==> config.mk <==
export PLATFORM = sky130hd
export DESIGN_NAME = spi_reg_ctrl
export DESIGN_NICKNAME = d
export VERILOG_FILES = /design/src/rtl/spi_reg_ctrl.sv
export SDC_FILE = /design/constraint.sdc
export NUM_CORES = 1
export LEC_CHECK = 0
export ABC_CLOCK_PERIOD_IN_PS = 1600
export BUFFER_PORTS_ARGS = -buffer_cell sky130_fd_sc_hd__buf_4
export CAP_MARGIN = 20
export CORE_MARGIN = 3
export CORE_UTILIZATION = 49
export CTS_CLUSTER_SIZE = 24
export DETAILED_ROUTE_END_ITERATION = 6
export GPL_TIMING_DRIVEN = 0
export PLACE_DENSITY_LB_ADDON = 0.05
export SLEW_MARGIN = 0
export SYNTH_ARGS = -nofsm -noshare
export SYNTH_HDL_FRONTEND = slang
export SYNTH_SLANG_ARGS = --single-unit
==> constraint.sdc <==
create_clock -name clk -period 1.6 [get_ports clk]
set_clock_uncertainty 0.05 [all_clocks]
set_input_delay 0.16 -clock clk [delete_from_list [all_inputs] [get_ports clk]]
set_output_delay 0.16 -clock clk [all_outputs]
set_load 0.01 [all_outputs]
==> src/rtl/spi_reg_ctrl.sv <==
`timescale 1ns/1ps
`default_nettype none
// ============================================================================
// Module      : spi_reg_ctrl
// Description : SPI mode-0 write-only register file (16-bit frames, five 8-bit
//               registers). Optional SPI_FRAME_ERR_EN adds a frame_err pulse.
// Revision    : 1.0 - initial release
// ============================================================================
module spi_reg_ctrl #(
    parameter int         SYNC_STAGES = 2,
    parameter logic [7:0] MAX_ADDR    = 8'h04
) (
    input  logic       clk,
    input  logic       rst,
    input  logic       sclk,
    input  logic       copi,
    input  logic       ncs,
    output logic [7:0] en_reg_out_7_0,
    output logic [7:0] en_reg_out_15_8,
    output logic [7:0] en_reg_pwm_7_0,
    output logic [7:0] en_reg_pwm_15_8,
    output logic [7:0] pwm_duty_cycle
`ifdef SPI_FRAME_ERR_EN
    ,
    output logic       frame_err
`endif
);

    localparam logic [0:0] c_IDLE   = 1'b0;
    localparam logic [0:0] c_SHIFT  = 1'b1;
    localparam logic [4:0] c_CNT_OK = 5'd16;
    localparam logic [4:0] c_CNT_MX = 5'd17;

    logic [SYNC_STAGES-1:0] sclk_sync_q, sclk_sync_d;
    logic [SYNC_STAGES-1:0] copi_sync_q, copi_sync_d;
    logic [SYNC_STAGES-1:0] ncs_sync_q,  ncs_sync_d;
    logic [SYNC_STAGES-1:0] flush_q,     flush_d;
    logic                   sclk_dly_q,  sclk_dly_d;
    logic                   ncs_dly_q,   ncs_dly_d;
    logic                   armed_q,     armed_d;
    logic [0:0]             state_q,     state_d;
    logic [4:0]             bit_cnt_q,   bit_cnt_d;
    logic [15:0]            shreg_q,     shreg_d;
    logic [7:0]             regs_q [0:4];
    logic [7:0]             regs_d [0:4];

    logic w_sclk_s, w_copi_s, w_ncs_s;
    logic w_sclk_rise, w_ncs_fall, w_ncs_rise;
    logic w_start, w_end, w_shift, w_commit;

    assign w_sclk_s = sclk_sync_q[SYNC_STAGES-1];
    assign w_copi_s = copi_sync_q[SYNC_STAGES-1];
    assign w_ncs_s  = ncs_sync_q[SYNC_STAGES-1];

    // A fall is only trusted once ncs has been seen high after reset, so a
    // frame cut by reset cannot resume when the reset value drains out.
    assign w_sclk_rise = w_sclk_s & ~sclk_dly_q;
    assign w_ncs_rise  = w_ncs_s & ~ncs_dly_q;
    assign w_ncs_fall  = armed_q & ncs_dly_q & ~w_ncs_s;

    always_comb begin
        sclk_sync_d = {sclk_sync_q[SYNC_STAGES-2:0], sclk};
        copi_sync_d = {copi_sync_q[SYNC_STAGES-2:0], copi};
        ncs_sync_d  = {ncs_sync_q[SYNC_STAGES-2:0], ncs};
        flush_d     = {flush_q[SYNC_STAGES-2:0], 1'b1};
        sclk_dly_d  = w_sclk_s;
        ncs_dly_d   = w_ncs_s;
        armed_d     = armed_q | (flush_q[SYNC_STAGES-1] & w_ncs_s);
    end

    always_ff @(posedge clk) begin
        if (rst) begin
            sclk_sync_q <= '0;
            copi_sync_q <= '0;
            ncs_sync_q  <= '1;
            flush_q     <= '0;
            sclk_dly_q  <= 1'b0;
            ncs_dly_q   <= 1'b1;
            armed_q     <= 1'b0;
        end else begin
            sclk_sync_q <= sclk_sync_d;
            copi_sync_q <= copi_sync_d;
            ncs_sync_q  <= ncs_sync_d;
            flush_q     <= flush_d;
            sclk_dly_q  <= sclk_dly_d;
            ncs_dly_q   <= ncs_dly_d;
            armed_q     <= armed_d;
        end
    end

    always_ff @(posedge clk) begin
        if (rst) begin
            state_q <= c_IDLE;
        end else begin
            state_q <= state_d;
        end
    end

    always_comb begin
        state_d = state_q;
        case (state_q)
            c_IDLE:  if (w_ncs_fall) state_d = c_SHIFT;
            c_SHIFT: if (w_ncs_rise) state_d = c_IDLE;
            default: state_d = c_IDLE;
        endcase
    end

    // ncs rise takes priority over a coincident sclk rise.
    always_comb begin
        w_start = (state_q == c_IDLE) && w_ncs_fall;
        w_end   = (state_q == c_SHIFT) && w_ncs_rise;
        w_shift = (state_q == c_SHIFT) && w_sclk_rise && !w_ncs_rise;
    end

    assign w_commit = w_end && (bit_cnt_q == c_CNT_OK) && shreg_q[15]
                      && ({1'b0, shreg_q[14:8]} <= MAX_ADDR);

    always_comb begin
        bit_cnt_d = bit_cnt_q;
        shreg_d   = shreg_q;
        if (w_start) begin
            bit_cnt_d = '0;
            shreg_d   = '0;
        end else if (w_shift) begin
            shreg_d = {shreg_q[14:0], w_copi_s};
            if (bit_cnt_q != c_CNT_MX) bit_cnt_d = bit_cnt_q + 5'd1;
        end
    end

    always_comb begin
        regs_d = regs_q;
        if (w_commit) begin
            case (shreg_q[14:8])
                7'd0:    regs_d[0] = shreg_q[7:0];
                7'd1:    regs_d[1] = shreg_q[7:0];
                7'd2:    regs_d[2] = shreg_q[7:0];
                7'd3:    regs_d[3] = shreg_q[7:0];
                7'd4:    regs_d[4] = shreg_q[7:0];
                default: regs_d = regs_q;
            endcase
        end
    end

    always_ff @(posedge clk) begin
        if (rst) begin
            bit_cnt_q <= '0;
            shreg_q   <= '0;
            regs_q    <= '{default: 8'h00};
        end else begin
            bit_cnt_q <= bit_cnt_d;
            shreg_q   <= shreg_d;
            regs_q    <= regs_d;
        end
    end

    assign en_reg_out_7_0  = regs_q[0];
    assign en_reg_out_15_8 = regs_q[1];
    assign en_reg_pwm_7_0  = regs_q[2];
    assign en_reg_pwm_15_8 = regs_q[3];
    assign pwm_duty_cycle  = regs_q[4];

`ifdef SPI_FRAME_ERR_EN
    logic frame_err_q, frame_err_d;

    assign frame_err_d = w_end && (bit_cnt_q != c_CNT_OK);

    always_ff @(posedge clk) begin
        if (rst) begin
            frame_err_q <= 1'b0;
        end else begin
            frame_err_q <= frame_err_d;
        end
    end

    assign frame_err = frame_err_q;
`endif

endmodule
`default_nettype wire

Yosys cells after proc, flatten, opt, wreduce, memory -nomap -nowiden
Index checks and enable logic that the tools add are counted.
Operators by class
  add/subtract/negate cells: 1
  magnitude comparators: 1
  equality and inequality tests: 6
  muxes and demuxes: 4
  bitwise gates (word level): 10
  reduce and logical (&&, ||, !) cells: 16
Operator list (number)
  $eq A7 B2 Y1 const B: 2
  $reduce_and A2 Y1: 6
  $eq A7 B1 Y1 const B: 1
  $eq A7 B3 Y1 const B: 1
  $le A7 B3 Y1 const B: 1
  $logic_and A1 B1 Y1: 7
  $logic_not A7 Y1: 1
  $add A5 B1 Y5 const B: 1
  $and A1 B1 Y1: 5
  $eq A5 B5 Y1 const B: 1
  $ne A5 B5 Y1 const B: 1
  $not A1 Y1: 4
  $mux W1: 3
  $pmux W1 S2: 1
  $reduce_or A2 Y1: 1
  $logic_not A1 Y1: 1
  $or A1 B1 Y1: 1
Word-level totals
  register bits after elaboration: 73
  word-level logic and storage cells: 54

Depth between registers and ports, before layout
Gate-level depths: netlist of the first run.
  depth in word-level cells: 7
  depth in mapped cells: 7
  mapped depth without buffers: 6

Least setup slack after synthesis of the first run
OpenSTA, ideal clock, no wires.
  kind: reg2reg
  from: reg bit_cnt_q[0]
  to: reg regs_q (netlist bit en_reg_out_15_8[0])
  library setup time: 0.128 ns
  arrival time: 1.443 ns
  required time: 1.422 ns
  slack: -0.020 ns
  stages on the path, launching flop included: 7
  path buffers: 0
  period minus slack after synthesis: 1.620 ns
  cells stage by stage: dfxtp_1 > inv_1 > ha_1 > nor4b_4 > nand4_2 > mux2i_1 > nor2_1
Between the ends
  cells in the longest elaborated chain, start to end: 5
Ends and longest elaborated chain
  start: declaration: line 42  | logic [4:0] bit_cnt_q, bit_cnt_d;
  start signal: assignment: line 150  | bit_cnt_q <= bit_cnt_d;
  $eq A5 B5 Y1: line 115  | assign w_commit = w_end && (bit_cnt_q == c_CNT_OK) && shreg_q[15]
  $logic_and A1 B1 Y1 (2 in series): line 115
  $logic_and A1 B1 Y1: line 116  | && ({1'b0, shreg_q[14:8]} <= MAX_ADDR);
  $reduce_and A2 Y1 (no line)
  end signal: assignment: line 152  | regs_q <= regs_d;
  end: declaration: line 44  | logic [7:0] regs_q [0:4];
Every way passes these cells.
A chain may end at the register's enable or synchronous reset.

Final worst setup path of the first run
  from: reg bit_cnt_q[2]
  to: reg regs_q (netlist bit en_reg_pwm_7_0[2])
Same word-level chain as after synthesis.

==> flow_metrics.env, run 1 <==
export IMPL_status="finished, violations left"
export IMPL_violations="setup timing"
export IMPL_crit_required_ns=1.78
export IMPL_die_x_um=80.6
export IMPL_critical_path_cell_chain="nor4b_4 > buf_4 > nand4_4 > mux2i_1 > nor2_1"
export IMPL_globalRoute_totalOverflow=0
export IMPL_ys_top_cells_by_area="dfxtp_1 54%, mux2i_1 15%, nor2_1 6.3%"
export IMPL_final_max_slew_viol_count=0
export IMPL_syn_nets=281
export IMPL_syn_instance_count=273
export IMPL_drt_initial_drc_count=112
export IMPL_synth_top_area_cell="dfxtp_1"
export IMPL_drc=0
export IMPL_tritoncts="done"
export IMPL_cts_htree_levels=3
export IMPL_cts_sinks=73
export IMPL_start_util=0.520
export IMPL_worstSetupStartpointType="flop"
export IMPL_yosysWarnings=0
export IMPL_critPathSlowestCell="dfxtp_1"
export IMPL_cap_violations=0
export IMPL_io_pins=45
export IMPL_critical_path_arrival_ns=1.86
export IMPL_grt_pass1_vias=2065
export IMPL_async_reset_ff_frac=0
export IMPL_vias_per_cell=5.08
export IMPL_fp_coreArea_um2=5240
export IMPL_max_vdd_ir_drop_mv=0.597
export IMPL_powerDensity_nw_per_um2=1000
export IMPL_rsz0062_at_grt="true"
export IMPL_finalWirelength_um=6330
export IMPL_cts_buffer_depth=2
export IMPL_fin_nets=349
export IMPL_pre_cts_slack_ns=-0.290
export IMPL_finalCritPeriodShare=1.05
export IMPL_layout_setup_ws_ns=-0.0803
export IMPL_syn_area_um2=2730
export IMPL_drtAntennaViolNets=0
export IMPL_cpPeakStageDelay_ns=0.41
export IMPL_final_layout_size_suffix_gt1_frac=0.309
export IMPL_synth_top_area_frac=0.536
export IMPL_grt_pass1_wl_um=10500
export IMPL_setup_viol_count_final=33
export IMPL_critPathMaxFanout=8
export IMPL_antenna_found_initial=0
export IMPL_first_pass_iters=4
export IMPL_leakage_nw=1.65
export IMPL_row_count=26
export IMPL_seq_area_frac_synth=0.536
export IMPL_synth_edff_count=0
export IMPL_place_congestion=0.765
export IMPL_vias=2112
export IMPL_worstMarginPinSlew_ns=0.518
export IMPL_area_growth_pct=34.4
export IMPL_critPathKind="reg -> reg"
export IMPL_synth_seq_cells=73
export IMPL_cts_buffers_inserted=9
export IMPL_n_fill_cell=404
export IMPL_ys_flop_type="dfxtp_1"
export IMPL_synth_most_common_cell="dfxtp_1"
export IMPL_clkTransAtPathRegs_ns=0.08
export IMPL_syn_avg_cell_area_um2=9.98
export IMPL_layout_min_cycle_time_ns=1.68
export IMPL_power_total_w=0.00366
export IMPL_final_hold_viol_count=0
export IMPL_clk_latency_ns=0.34
export IMPL_port_buffers=43
export IMPL_track_usage=0.218
export IMPL_slew_headroom=0.655
export IMPL_root_buffer="clkbuf_8"
export IMPL_post_drt_wl_per_cell_um=15.2
export IMPL_crit_path_end_kind="flop"
export IMPL_fmax_mhz=595
export IMPL_diodes=0
export IMPL_synth_commonest_cells="73 x dfxtp_1, 46 x nor2_1, 41 x mux2i_1"
export IMPL_dieArea_um2=6490
export IMPL_ys_types=33
export IMPL_grt_max_degree=13
export IMPL_fp_dieH_um=80.6
export IMPL_place_hpwl_um=3850
export IMPL_hp_class="in -> reg"
## metrics by stage
stage	cells	hold WS [ns]	setup TNS, ns	utilization	instance area, µm²
after detailed placement	386	0.300	-10.24	0.599	3140
after global routing	416	0.147	-6.07	0.699	3660
after global placement	386	0.295	-9.73	0.599	3140
after CTS	414	0.118	-0.578	0.691	3620
final	416	0.118	-1.51	0.699	3660
after floorplan	273	0.214	-0.612	-	2730
## registers in the layout (all words and copies together), names as in the netlist
signal and flops:
state_q 1, sclk_sync_q 2, ncs_dly_q 1, en_reg_out_15_8 8, copi_sync_q 2, flush_q 2, shreg_q 16, en_reg_pwm_15_8 8
armed_q 1, pwm_duty_cycle 8, sclk_dly_q 1, bit_cnt_q 5, en_reg_pwm_7_0 8, ncs_sync_q 2, en_reg_out_7_0 8
## final timing paths
path / start / to / cells after the start / slack, ns
setup / recovery: bit_cnt_q[2] / en_reg_pwm_7_0[2] / 5 / -0.08
setup reg to reg: bit_cnt_q[2] / en_reg_pwm_7_0[2] / 5 / -0.08
hold / removal: rst / flush_q[0] / 2 / 0.12
hold reg to reg: ncs_sync_q[0] / ncs_sync_q[1] / 1 / 0.37
## power by group
part | leakage (nW) | switching [W] | internal, W
logic | 0.943 | 0.0000460 | 0.0000296
clock network | 0.120 | 0.000677 | 0.00108
registers | 0.592 | 0.00000541 | 0.00183
## per-layer routing
layer / track usage / part of all wire
met1: 0.293 / 0.47
met3: 0.0572 / 0.057
met5: 0 / 0
met2: 0.321 / 0.45
met4: 0.111 / 0.022
## worst max-delay path: cells and delay by family, from the launching register on
family	cells	cell delay, ns
buffers and inverters	1	0.18
DFF	1	0.41
muxes	1	0.25
and+or+nand+nor	3	0.67
## final cells by class
| class | instances | area [µm²] | area share |
|---|---|---|---|
| Buffer | 12 | 63.8 | 0.0174 |
| Clock buffer | 11 | 141 | 0.0386 |
| Clock inverter | 5 | 103 | 0.0280 |
| Inverter | 4 | 15.0 | 0.00410 |
| Multi-Input combinational cell | 182 | 1310 | 0.357 |
| Sequential cell | 73 | 1470 | 0.401 |
| Tap cell | 70 | 87.6 | 0.0239 |
| Timing Repair Buffer | 59 | 475 | 0.130 |
## logic make-up after synthesis
group	Yosys count	share of synthesized area
AND/OR/NAND/NOR	114	0.216
flip-flops	73	0.536
AO/OA/AOI/OAI	20	0.0381
buffers and inverters	18	0.0312
multiplexers	42	0.155
adder cells (fa/ha/maj)	3	0.0138
XOR/XNOR	3	0.00964
## timing repair
action                                  in CTS  in global routing
resized for setup                           25                 11
gates cloned                                 0                  0
pin swaps                                   11                 13
endpoints found under the hold margin        3                  0
endpoints found under the setup margin      50                 60
buffers inserted                            11                  2
hold buffers                                 3                  0
## placed cells by master (no fill, tap or decap), drive strengths merged
cell          n
a21oi        18
xnor2         1
clkinvlp      1
clkinv        1
nor4b         2
bufinv        3
dlygate4sd3   3
and2          1
xor2          2
o2111ai       1
or2           3
dfxtp        73
nor2b         7
mux2          1
nor4bb        4
nand3         2
nor2         46
inv           4
and3          2
buf          59
ha            3
nand4         6
and3b         1
o21ai         1
mux2i        41
nand2        34
and4b         1
clkbuf       20
nand3b        2
and4          1
nor3b         1
nand2b        1
Power figures use the tool's default switching activity.
==> inputs of run 2 (changes only) <==
Settings changed: ABC_CLOCK_PERIOD_IN_PS 1600 to 2100, BUFFER_PORTS_ARGS -buffer_cell sky130_fd_sc_hd__buf_4 to not set, CORE_UTILIZATION 49 to 24, DONT_BUFFER_PORTS set to 1.
Clock period 1.6 ns to 2.1 ns, I/O delays scaled along.
==> run 2 against run 1 <==
The flow now finishes without violations. Total power shrank 22%. Clock-buffer cell count shrank 1. Global-route usage shrank 11 points. Worst setup slack gained 0.25 ns. Critical path depth grew 1. Critical path type unchanged. Critical endpoint is now en_reg_out_15_8[7].
==> flow_metrics.env, run 2 (same netlist as run 1, synthesis figures left out) <==
export IMPL_critPathMaxFanout=8
export IMPL_fin_cells=432
export IMPL_hold_start="rst"
export IMPL_final_common_cell="dfxtp_1"
export IMPL_fp_dieH_um=113
export IMPL_grt_util_met2=0.162
export IMPL_leakage_nw=1.37
export IMPL_critical_path_arrival_ns=2.07
export IMPL_max_vdd_ir_drop_mv=0.364
export IMPL_crit_start="bit_cnt_q[0]"
export IMPL_r2r_slack_ns=0.17
export IMPL_io_pins=45
export IMPL_cts_buffers_inserted=9
export IMPL_final_max_slew_viol_count=0
export IMPL_fin_nets=295
export IMPL_slew_headroom=0.638
export IMPL_crit_required_ns=2.24
export IMPL_antenna_found_initial=0
export IMPL_die_x_um=113
export IMPL_cts_htree_levels=3
export IMPL_crit_path_end_kind="flop"
export IMPL_postLayoutCoreUtil=0.292
export IMPL_fp_coreArea_um2=11000
export IMPL_place_congestion=0.668
export IMPL_largest_register="shreg_q"
export IMPL_r2r_start="bit_cnt_q[0]"
export IMPL_post_drt_wl_per_cell_um=15.8
export IMPL_finalWirelength_um=6830
export IMPL_start_util=0.248
export IMPL_powerDensity_nw_per_um2=894
export IMPL_port_buffers=0
export IMPL_critPathKind="reg -> reg"
export IMPL_cts_repair_resized=0
export IMPL_critPathSlowestCell="nand4_2"
export IMPL_final_hold_viol_count=0
export IMPL_cts_sinks=73
export IMPL_fmax_mhz=519
export IMPL_worstSetupStartpointType="flop"
export IMPL_setup_viol_count_final=0
export IMPL_vias=1827
export IMPL_fin_hold_ws_ns=0.163
export IMPL_drtAntennaViolNets=0
export IMPL_grt_pass1_wl_um=10900
export IMPL_mostFrequentLayoutCells="73 x dfxtp_1, 46 x nor2_1, 41 x mux2i_1"
export IMPL_n_fill_cell=1141
export IMPL_rsz0062_at_grt="true"
export IMPL_track_usage=0.112
export IMPL_largest_register_ffs=16
export IMPL_final_layout_size_suffix_gt1_frac=0.106
export IMPL_diodes=0
export IMPL_clkTransAtPathRegs_ns=0.06
export IMPL_area_growth_pct=17.9
export IMPL_place_hpwl_um=4580
export IMPL_path_buf_inv=1
export IMPL_status="finished clean"
export IMPL_drt_initial_drc_count=55
export IMPL_dieArea_um2=12700
export IMPL_tritoncts="done"
export IMPL_worstMarginPinSlew_ns=0.543
export IMPL_cts_buffer_depth=2
export IMPL_drc=0
export IMPL_use_met1=0.155
export IMPL_first_pass_iters=4
export IMPL_layout_min_cycle_time_ns=1.93
export IMPL_cpPeakStageDelay_ns=0.43
export IMPL_hp_class="in -> reg"
export IMPL_grt_pass1_vias=1887
export IMPL_finalCritPeriodShare=0.918
export IMPL_fin_setup_tns_ns=0
export IMPL_row_count=38
export IMPL_crit_family="simple AND/OR/NAND/NOR gates"
export IMPL_busiest_layer="met2"
export IMPL_vias_per_cell=4.23
export IMPL_globalRoute_totalOverflow=0
export IMPL_cap_violations=0
export IMPL_grt_max_degree=14
export IMPL_dpl_cell_count=413
export IMPL_critical_path_cell_chain="inv_1 > ha_1 > nor4b_4 > nand4_2 > mux2i_1 > nor2_1"
export IMPL_root_buffer="clkbuf_16"
export IMPL_clk_latency_ns=0.32
export IMPL_grt_use_met3=0.0410
==> run 2: power by group <==
part	switching (W)	total [W]	internal [W]
Combinational	0.0000338	0.0000488	0.0000150
Sequential	0.00000377	0.00140	0.00139
Clock	0.000590	0.00142	0.000833
==> run 2: metrics by stage <==
stage	worst slack, ns	cell area (µm²)	power, W
final	0.173	3210	0.00287
after global routing	-0.0169	3210	0.00299
after CTS	0.103	3210	0.00293
after detailed placement	0.133	2900	0.00148
after global placement	0.149	2900	0.00148
after floorplan	0.480	2730	0.00146
==> run 2: final timing paths <==
kind,endpoint,cells past startpoint
max,en_reg_out_15_8[7],6
min,flush_q[0],2
min reg2reg,ncs_sync_q[1],1
max reg2reg,en_reg_out_15_8[7],6
==> run 2: what timing repair did <==
item,in CTS,in global routing
endpoints found under the setup margin,0,1
endpoints found under the hold margin,3,0
setup buffers,0,0
hold buffers,3,0
==> run 2: layout make-up <==
class                           instances  area (µm²)  area share
Sequential cell                        73        1460       0.455
Multi-Input combinational cell        182        1180       0.367
Clock buffer                           10         239      0.0744
Tap cell                              140         175      0.0545
Buffer                                 14        70.1      0.0218
Clock inverter                          6        42.5      0.0132
Timing Repair Buffer                    3        30.0     0.00935
Inverter                                4        15.0     0.00467
==> run 2: per-layer routing <==
| layer | vias up | wire length, µm |
|---|---|---|
| met3 | 4 | 338 |
| met2 | 29 | 2970 |
| met1 | 852 | 3450 |
| met5 | - | 0 |
| met4 | 0 | 70 |
| li1 | 942 | - |
==> inputs of run 3 (changes only) <==
Settings changed: BUFFER_PORTS_ARGS set to -buffer_cell sky130_fd_sc_hd__buf_4, DONT_BUFFER_PORTS 1 to not set.
==> run 3 against run 2 <==
Design area grew 11%. Sequential power about the same. First-iteration DRC count up 44%. Sequential share of layout area shrank 4.4 points. Critical path depth unchanged. Die area unchanged.
==> flow_metrics.env, run 3 (same netlist as run 1, synthesis figures left out) <==
export IMPL_register_area_um2=1460
export IMPL_tritoncts="done"
export IMPL_layout_setup_ws_ns=0.166
export IMPL_cts_htree_levels=3
export IMPL_final_hold_viol_count=0
export IMPL_post_drt_wl_per_cell_um=14.6
export IMPL_diodes=0
export IMPL_leakage_nw=1.61
export IMPL_globalRoute_totalOverflow=0
export IMPL_powerDensity_nw_per_um2=889
export IMPL_slew_headroom=0.618
export IMPL_critPathMaxFanout=8
export IMPL_multi_input_area_um2=1180
export IMPL_cts_sinks=73
export IMPL_final_common_cell="dfxtp_1"
export IMPL_mostFrequentLayoutCells="73 x dfxtp_1, 46 x nor2_1, 43 x buf_4"
export IMPL_clkTransAtPathRegs_ns=0.06
export IMPL_largest_register="shreg_q"
export IMPL_track_usage=0.115
export IMPL_first_pass_iters=4
export IMPL_area_growth_pct=30.4
export IMPL_post_cts_buffers=0
export IMPL_cap_violations=0
export IMPL_status="finished clean"
export IMPL_power_total_w=0.00316
export IMPL_setup_viol_count_final=0
export IMPL_place_hpwl_um=4640
export IMPL_drt_initial_drc_count=79
export IMPL_postLayoutCoreUtil=0.324
export IMPL_vias_per_cell=4.26
export IMPL_grt_pass1_vias=2034
export IMPL_cts_repair_resized=0
export IMPL_row_count=38
export IMPL_largest_register_ffs=16
export IMPL_antenna_found_initial=0
export IMPL_drtAntennaViolNets=0
export IMPL_critPathKind="reg -> reg"
export IMPL_vias=2000
export IMPL_cts_buffer_depth=2
export IMPL_die_x_um=113
export IMPL_drc=0
export IMPL_n_fill_cell=1169
export IMPL_clk_latency_ns=0.32
export IMPL_cts_hold_buf=0
export IMPL_final_max_slew_viol_count=0
export IMPL_final_layout_size_suffix_gt1_frac=0.218
export IMPL_crit_required_ns=2.23
export IMPL_fp_coreArea_um2=11000
export IMPL_fin_setup_tns_ns=0
export IMPL_cts_buffers_inserted=9
export IMPL_worstSetupStartpointType="flop"
export IMPL_io_pins=45
export IMPL_port_buffers=43
export IMPL_worstMarginPinSlew_ns=0.574
export IMPL_dieArea_um2=12700
export IMPL_grt_pass1_wl_um=11200
export IMPL_root_buffer="clkbuf_16"
export IMPL_fp_dieH_um=113
export IMPL_place_congestion=0.702
export IMPL_crit_path_end_kind="flop"
export IMPL_start_util=0.248
export IMPL_fin_nets=335
export IMPL_grt_max_degree=13
export IMPL_rsz0062_at_grt="true"
export IMPL_layout_min_cycle_time_ns=1.93
export IMPL_fmax_mhz=517
export IMPL_hp_class="in -> reg"
export IMPL_finalCritPeriodShare=0.921
export IMPL_pre_cts_slack_ns=0.152
export IMPL_max_vdd_ir_drop_mv=0.330
export IMPL_critical_path_arrival_ns=2.07
export IMPL_finalWirelength_um=6860
-- run 3: cell types whose count changed in the layout (fill, tap and decap cells not counted) --
cell | before | now
bufinv_16 | 0 | 3
buf_4 | 0 | 43
inv_6 | 1 | 0
dlygate4sd3_1 | 3 | 0
clkinv_2 | 2 | 0
clkinvlp_4 | 2 | 1
clkbuf_8 | 1 | 0
-- run 3: final timing paths --
check	startpoint	end	slack [ns]	cells after the start
worst max-delay path	bit_cnt_q[0]	en_reg_pwm_7_0[7]	0.17	6
worst min-delay path	ncs	ncs_sync_q[0]	0.02	2
worst max register to register	bit_cnt_q[0]	en_reg_pwm_7_0[7]	0.17	6
worst min register to register	ncs_sync_q[0]	ncs_sync_q[1]	0.36	1
-- run 3: worst max-delay path: stages (launching register included) --
cell and delay [ns]:
dfxtp_1 0.34, inv_1 0.10, ha_1 0.17, nor4b_4 0.37, nand4_2 0.43, mux2i_1 0.28
nor2_1 0.06
-- run 3: final cells by class --
| type | instances | area share |
|---|---|---|
| Buffer | 14 | 0.0197 |
| Clock buffer | 9 | 0.0634 |
| Clock inverter | 5 | 0.0299 |
| Inverter | 4 | 0.00422 |
| Multi-Input combinational cell | 182 | 0.332 |
| Sequential cell | 73 | 0.411 |
| Tap cell | 140 | 0.0493 |
| Timing Repair Buffer | 43 | 0.0908 |
-- run 3: through the flow --
stage,hold slack [ns],instances,cell area (µm²)
2_1_floorplan,0.264,273,2730
3_3_place_gp,0.346,456,3220
3_5_place_dp,0.351,456,3220
4_1_cts,0.0130,470,3550
5_1_grt,0.0374,470,3550
6_report,0.0242,470,3550
-- run 3: metal layers --
metal / track usage / vias to the layer above / wire length, µm
met2: 0.166 / 24 / 3040
met5: 0 / - / 0
met4: 0.0505 / 0 / 87
li1: - / 1030 / -
met3: 0.0237 / 9 / 224
met1: 0.164 / 937 / 3510
-- run 3: where the power goes --
part | internal (W) | leakage (nW) | switching [W]
clock network | 0.00115 | 0.158 | 0.000563
logic | 0.0000148 | 0.866 | 0.0000339
registers | 0.00140 | 0.590 | 0.00000384
total | 0.00256 | 1.61 | 0.000600
